**src/rtl/uart_prog_loader_if.sv**
```systemverilog
// Instruction-RAM write port driven by the program loader.
// The loader uses the master view; the RAM (or a bench) uses the slave view.
interface uart_prog_loader_if #(
    parameter int ADDR_W = 14
);
    logic              upg_wen;
    logic [ADDR_W-1:0] upg_addr;
    logic [31:0]       upg_data;

    modport master (output upg_wen, upg_addr, upg_data);
    modport slave  (input  upg_wen, upg_addr, upg_data);
endinterface

```
**src/rtl/uart_prog_loader.sv**
```systemverilog
// UART byte-stream program loader: frames SYNC/LEN_LO/LEN_HI/data, assembles little-endian
// 32-bit words and writes them to instruction RAM; upg_done_o releases the fetch stage.
module uart_prog_loader #(
    parameter int          ADDR_W      = 14,
    parameter logic [7:0]  SYNC_BYTE   = 8'hA5,
    parameter int unsigned TIMEOUT_CYC = 1_000_000
) (
    input  logic                  clk_i,
    input  logic                  rst_n,
    input  logic                  start_i,
    input  logic                  rx_valid_i,
    input  logic [7:0]            rx_data_i,
    uart_prog_loader_if.master    upg,
    output logic                  upg_done_o,
    output logic                  busy_o,
    output logic                  err_o
);
    localparam int          TMO_W     = $clog2(TIMEOUT_CYC + 1);
    localparam logic [16:0] MAX_WORDS = 17'((2 ** ADDR_W) / 4);

    typedef enum logic [2:0] {
        S_IDLE,
        S_WAIT_SYNC,
        S_LEN_LO,
        S_LEN_HI,
        S_DATA,
        S_DONE,
        S_ERR
    } state_t;

    state_t            state_reg;
    logic [7:0]        len_lo_reg;
    logic [15:0]       words_left_reg;
    logic [1:0]        byte_idx_reg;
    logic [23:0]       word_reg;
    logic [ADDR_W-1:0] addr_reg;
    logic [TMO_W-1:0]  tmo_reg;

    logic [16:0] len_full;
    logic        tmo_expired;

    assign len_full    = {1'b0, rx_data_i, len_lo_reg};
    // Fires on the TIMEOUT_CYC-th consecutive silent cycle inside a frame.
    assign tmo_expired = !rx_valid_i && (tmo_reg == TMO_W'(TIMEOUT_CYC - 1));

    always_ff @(posedge clk_i) begin
        if (!rst_n) begin
            state_reg      <= S_IDLE;
            len_lo_reg     <= '0;
            words_left_reg <= '0;
            byte_idx_reg   <= '0;
            word_reg       <= '0;
            addr_reg       <= '0;
            tmo_reg        <= '0;
            upg.upg_wen    <= 1'b0;
            upg.upg_addr   <= '0;
            upg.upg_data   <= '0;
            upg_done_o     <= 1'b1;
            busy_o         <= 1'b0;
            err_o          <= 1'b0;
        end else begin
            upg.upg_wen <= 1'b0;
            if (start_i) begin
                // Restart from any state; a coincident byte is deliberately dropped.
                state_reg    <= S_WAIT_SYNC;
                addr_reg     <= '0;
                byte_idx_reg <= '0;
                tmo_reg      <= '0;
                upg_done_o   <= 1'b0;
                busy_o       <= 1'b1;
                err_o        <= 1'b0;
            end else begin
                case (state_reg)
                    S_IDLE: begin
                    end
                    S_WAIT_SYNC: begin
                        if (rx_valid_i && rx_data_i == SYNC_BYTE) begin
                            state_reg <= S_LEN_LO;
                            tmo_reg   <= '0;
                        end
                    end
                    S_LEN_LO: begin
                        if (rx_valid_i) begin
                            len_lo_reg <= rx_data_i;
                            state_reg  <= S_LEN_HI;
                            tmo_reg    <= '0;
                        end else if (tmo_expired) begin
                            state_reg <= S_ERR;
                            busy_o    <= 1'b0;
                            err_o     <= 1'b1;
                        end else begin
                            tmo_reg <= tmo_reg + TMO_W'(1);
                        end
                    end
                    S_LEN_HI: begin
                        if (rx_valid_i) begin
                            tmo_reg <= '0;
                            if (len_full == 17'd0 || len_full > MAX_WORDS) begin
                                state_reg <= S_ERR;
                                busy_o    <= 1'b0;
                                err_o     <= 1'b1;
                            end else begin
                                words_left_reg <= len_full[15:0];
                                byte_idx_reg   <= '0;
                                state_reg      <= S_DATA;
                            end
                        end else if (tmo_expired) begin
                            state_reg <= S_ERR;
                            busy_o    <= 1'b0;
                            err_o     <= 1'b1;
                        end else begin
                            tmo_reg <= tmo_reg + TMO_W'(1);
                        end
                    end
                    S_DATA: begin
                        if (rx_valid_i) begin
                            tmo_reg      <= '0;
                            byte_idx_reg <= byte_idx_reg + 2'd1;
                            if (byte_idx_reg == 2'd3) begin
                                upg.upg_wen    <= 1'b1;
                                upg.upg_addr   <= addr_reg;
                                upg.upg_data   <= {rx_data_i, word_reg};
                                addr_reg       <= addr_reg + ADDR_W'(4);
                                words_left_reg <= words_left_reg - 16'd1;
                                if (words_left_reg == 16'd1) begin
                                    state_reg <= S_DONE;
                                    busy_o    <= 1'b0;
                                end
                            end else begin
                                word_reg[{byte_idx_reg, 3'b000} +: 8] <= rx_data_i;
                            end
                        end else if (tmo_expired) begin
                            state_reg <= S_ERR;
                            busy_o    <= 1'b0;
                            err_o     <= 1'b1;
                        end else begin
                            tmo_reg <= tmo_reg + TMO_W'(1);
                        end
                    end
                    S_DONE: begin
                        // Fetch is released the cycle after the final write pulse.
                        state_reg  <= S_IDLE;
                        upg_done_o <= 1'b1;
                    end
                    S_ERR: begin
                    end
                    default: begin
                        state_reg <= S_IDLE;
                    end
                endcase
            end
        end
    end
endmodule

```
**src/flat_wrapper.sv**
```systemverilog
// flat-port wrapper written by rule: the top's interface ports become plain ports
module uart_prog_loader_flat 
#(
    parameter int          ADDR_W      = 14,
    parameter logic [7:0]  SYNC_BYTE   = 8'hA5,
    parameter int unsigned TIMEOUT_CYC = 1_000_000
)
  (clk_i, rst_n, start_i, rx_valid_i, rx_data_i, upg_done_o, busy_o, err_o, upg_upg_wen, upg_upg_addr, upg_upg_data);
  uart_prog_loader_if #(.ADDR_W(ADDR_W)) upg_i ();
  input  logic clk_i;
  input  logic rst_n;
  input  logic start_i;
  input  logic rx_valid_i;
  input  logic [7:0] rx_data_i;
  output logic upg_done_o;
  output logic busy_o;
  output logic err_o;
  output wire logic [$bits(upg_i.upg_wen)-1:0] upg_upg_wen;
  output wire logic [$bits(upg_i.upg_addr)-1:0] upg_upg_addr;
  output wire logic [$bits(upg_i.upg_data)-1:0] upg_upg_data;
  assign upg_upg_wen = upg_i.upg_wen;
  assign upg_upg_addr = upg_i.upg_addr;
  assign upg_upg_data = upg_i.upg_data;
  uart_prog_loader #(.ADDR_W(ADDR_W), .SYNC_BYTE(SYNC_BYTE), .TIMEOUT_CYC(TIMEOUT_CYC)) u_core (.clk_i(clk_i), .rst_n(rst_n), .start_i(start_i), .rx_valid_i(rx_valid_i), .rx_data_i(rx_data_i), .upg(upg_i), .upg_done_o(upg_done_o), .busy_o(busy_o), .err_o(err_o));
endmodule
```
**config.mk**
```make
export PLATFORM = sky130hd
export DESIGN_NAME = uart_prog_loader_flat
export DESIGN_NICKNAME = d
export VERILOG_FILES = /design/src/rtl/uart_prog_loader_if.sv /design/src/rtl/uart_prog_loader.sv /design/src/flat_wrapper.sv
export SDC_FILE = /design/constraint.sdc
export NUM_CORES = 1
export LEC_CHECK = 0
export CORE_UTILIZATION = 56
export DETAILED_ROUTE_END_ITERATION = 6
export HOLD_SLACK_MARGIN = 0.05
export PLACE_DENSITY = 0.79
export SETUP_SLACK_MARGIN = 0.3
export SLEW_MARGIN = 20
export SYNTH_ARGS = -nofsm -noshare
export SYNTH_HDL_FRONTEND = slang
export SYNTH_SLANG_ARGS = --single-unit
```
**constraint.sdc**
```tcl
create_clock -name clk_i -period 3.1 [get_ports clk_i]
set_input_delay 0.775 -clock clk_i [delete_from_list [all_inputs] [get_ports clk_i]]
set_output_delay 0.775 -clock clk_i [all_outputs]
set_load 0.01 [all_outputs]
```
==> impl_results.md, run 1 <==
* Outcome: complete, no violations
* Crit path largest cell delay at 0.57 ns
* # Post-CTS Setup Buffers at 0
* Post-synthesis sequential area ratio at 0.425
* Largest net degree at the start of global routing at 61
* Seq cells post-synth at 133
* CTS tree: built
* Commonest cells post-synth: 158 x nand2_1, 133 x dfxtp_1, 72 x a21boi_0
* Die Span Y at 108 um
* Top area cells in the synthesized netlist: dfxtp_1 42%, nand2_1 9.5%, a21boi_0 8.6%, nand3_1 3.8%, nor2_1 3.4%
* Final min period at 2.65 ns
* Port Buffers at 59
* CTS Hold Bufs at 0
* RSZ-0062 raised after global routing: no
* Post-synth top flop: dfxtp_1
* Min-Delay Path Class: reg -> reg
* Fin area at 7680 um^2
* CP bufs+invs at 2
* Synth cell types at 63
* Max FFs per register at 32
* Critical path arrival at 3.06 ns
* Critical-path cell list: clkdlybuf4s50_1 > or2_1 > or4_1 > buf_4 > a2111oi_0 > xnor2_1 > nor2_1
* Rows at 38
* DR iter-0 viols at 416
* H-tree levels at 4
* Area occupied by registers at 2660 um^2
* Total gr overflow at 0
* Reg2reg path depth at 6
* Worst path top cell family by delay: simple AND/OR/NAND/NOR gates
* Core ar. at 10900 um^2
* Antenna violations before repair at 0
* Clock Sinks at 133
* Critical Path Stages at 7
* Worst hold path depth at 2
* Worst vdd ir at 454 uV
* Post-synth ARST share at 0
* Detailed-route DRC error count at 0
* Crit Path Category: in -> reg
* Final hold vios at 0
* Synth-to-layout area growth at 22.4%
* DRT Pass-1 Iters at 5
* Routed Antenna Nets at 0
* Via count at 5738
* Post-synth EDFFs at 0
* Via density per instance at 5.81
* DP Wirelength at 11000 um
* Final nets at 858
* Die X at 108 um
* Setup violations, final at 0
* Max Clk Rate at 378 MHz
* Lkg Pwr at 2.54 nW
* Synth Warn # at 0
* Rel. slew slack at 0.346
* Ratio of final minimum period to clock period at 0.853
* CP max stage cell: or4_1
* Top-count cell post-synth: nand2_1
* Power Dens Cells at 486 nW/um^2
* Clock-pin transition on the worst setup and hold timing paths at 0.06 ns
* I/O Pins at 62
* Actual slew at the worst max-slew pin at 0.978 ns
* Placer Congestion at 0.882
* Worst Slack Setup Final at 0.454 ns
* Yosys top cell area share at 0.425
* Layout Skew at 0.00614 ns
* Ant. Diodes at 0
* Pre-CTS setup slack at -0.143 ns
* Initial Utilization at 0.576
* Num CTS Buffers at 17
* Setup TNS Final at 0 ns
* Multi-input gate area at 3340 um^2
* Hold WS at 0.467 ns
* CTS root buffer: clkbuf_8
* Drt total wl at 16000 um
* GRT Overall Usage at 0.292
* Max Cap Viol at 0
* Post-DP Area at 7110 um^2
* Cells after Synth at 776
* Mean Syn Cell Area at 8.08 um^2
* FILL cells at 879
* CP Max Fanout at 12
* DIE AREA at 11600 um^2
* Avg WL per Cell at 16.2 um
* CTS Buffer Depth at 2
* Vias in the first global route at 5472
* Fin. max-slew vios at 0
* Post-synth top area cell: dfxtp_1
* CP endpoint kind: flop
* Pwr Total at 3.73 mW
* Share of cells above drive strength 1 at 0.0943
* Worst skew pair latency at 0.53 ns
* CP startpoint kind: input pin
* Synthesized cell area at 6270 um^2
* CP required at 3.52 ns
* Global-route wire length before repair at 26400 um
[routing by layer]
layer,vias up,global-route usage,routed length [um]
met2,195,0.499,8140
met5,-,0,0
met1,2705,0.348,6750
li1,2808,-,-
met3,30,0.0732,790
met4,0,0.119,338
[through the flow]
| stage | cells | util |
|---|---|---|
| 2_1_floorplan | 777 | - |
| 3_3_place_gp | 958 | 0.653 |
| 3_5_place_dp | 958 | 0.653 |
| 4_1_cts | 988 | 0.704 |
| 5_1_grt | 988 | 0.705 |
| 6_report | 988 | 0.705 |
[path summary, 6_finish.rpt]
| path | from | to | slack (ns) |
|---|---|---|---|
| setup / recovery | rx_data_i[1] | u_core.tmo_reg[15] | 0.45 |
| hold / removal | u_core.upg.upg_addr[13] | u_core.upg.upg_addr[13] | 0.47 |
| setup reg to reg | u_core.state_reg[0] | u_core.tmo_reg[15] | 0.54 |
| hold reg to reg | u_core.upg.upg_addr[13] | u_core.upg.upg_addr[13] | 0.47 |
[area by class of cell]
class | count | share of cell area
Multi-Input combinational cell | 576 | 0.435
Sequential cell | 133 | 0.347
Clock buffer | 21 | 0.0585
Inverter | 12 | 0.00587
Tap cell | 140 | 0.0228
Timing Repair Buffer | 97 | 0.117
Clock inverter | 9 | 0.0137
[logic make-up after synthesis]
family	share of synthesized area
compound gates	0.193
xor+xnor	0.0307
fa+ha+maj	0.0180
buf+inv	0.0449
flops	0.425
mux	0.0144
other cells	0.000598
simple gates	0.274
[cells in the final DEF (no fill, tap or decap), types with 6 or more instances in the layout]
cell | Yosys | routed
mux2i_1 | 9 | 9
or4_1 | 12 | 12
clkdlybuf4s50_1 | 0 | 58
o21ai_1 | 7 | 7
nand2_1 | 158 | 158
a21boi_0 | 72 | 72
nand4_1 | 6 | 6
o211ai_1 | 7 | 7
a21oi_1 | 24 | 24
nand2b_1 | 6 | 6
nor2_1 | 56 | 55
nor3_1 | 10 | 10
xor2_1 | 9 | 9
and2_1 | 7 | 6
o21ai_0 | 26 | 26
xnor2_1 | 13 | 13
a211oi_1 | 8 | 8
ha_1 | 9 | 9
nand3_1 | 48 | 48
buf_4 | 3 | 35
inv_1 | 12 | 12
dfxtp_1 | 133 | 133
clkbuf_16 | 0 | 16
nor2b_1 | 17 | 17
[worst min-delay path, cell delays in order (launching register included)]
cell	delay, ns
dfxtp_1	0.31
nand2_1	0.05
a21boi_0	0.06
[where the power goes]
group,total [mW],switching (mW),internal [mW],leakage (nW)
clock,1.89,0.722,1.17,0.262
combinational,0.123,0.0684,0.0542,1.21
sequential,1.72,0.00477,1.71,1.07
total,3.73,0.795,2.94,2.54
[repair_timing]
item	in CTS	in global routing
endpoints found under the hold margin	0	0
endpoints found under the setup margin	0	33
resized for setup	0	3
Note: power is estimated with default switching activity, not from simulation.
==> inputs of run 2 (changes only) <==
--- a/config.mk
+++ b/config.mk
@@ -10,6 +10,7 @@
 export HOLD_SLACK_MARGIN = 0.05
 export PLACE_DENSITY = 0.79
 export SETUP_SLACK_MARGIN = 0.3
+export SKIP_CTS_REPAIR_TIMING = 1
 export SLEW_MARGIN = 20
 export SYNTH_ARGS = -nofsm -noshare
 export SYNTH_HDL_FRONTEND = slang
==> results of run 2 <==
The final DEF is identical to that of run 1; final timing and power are the same.
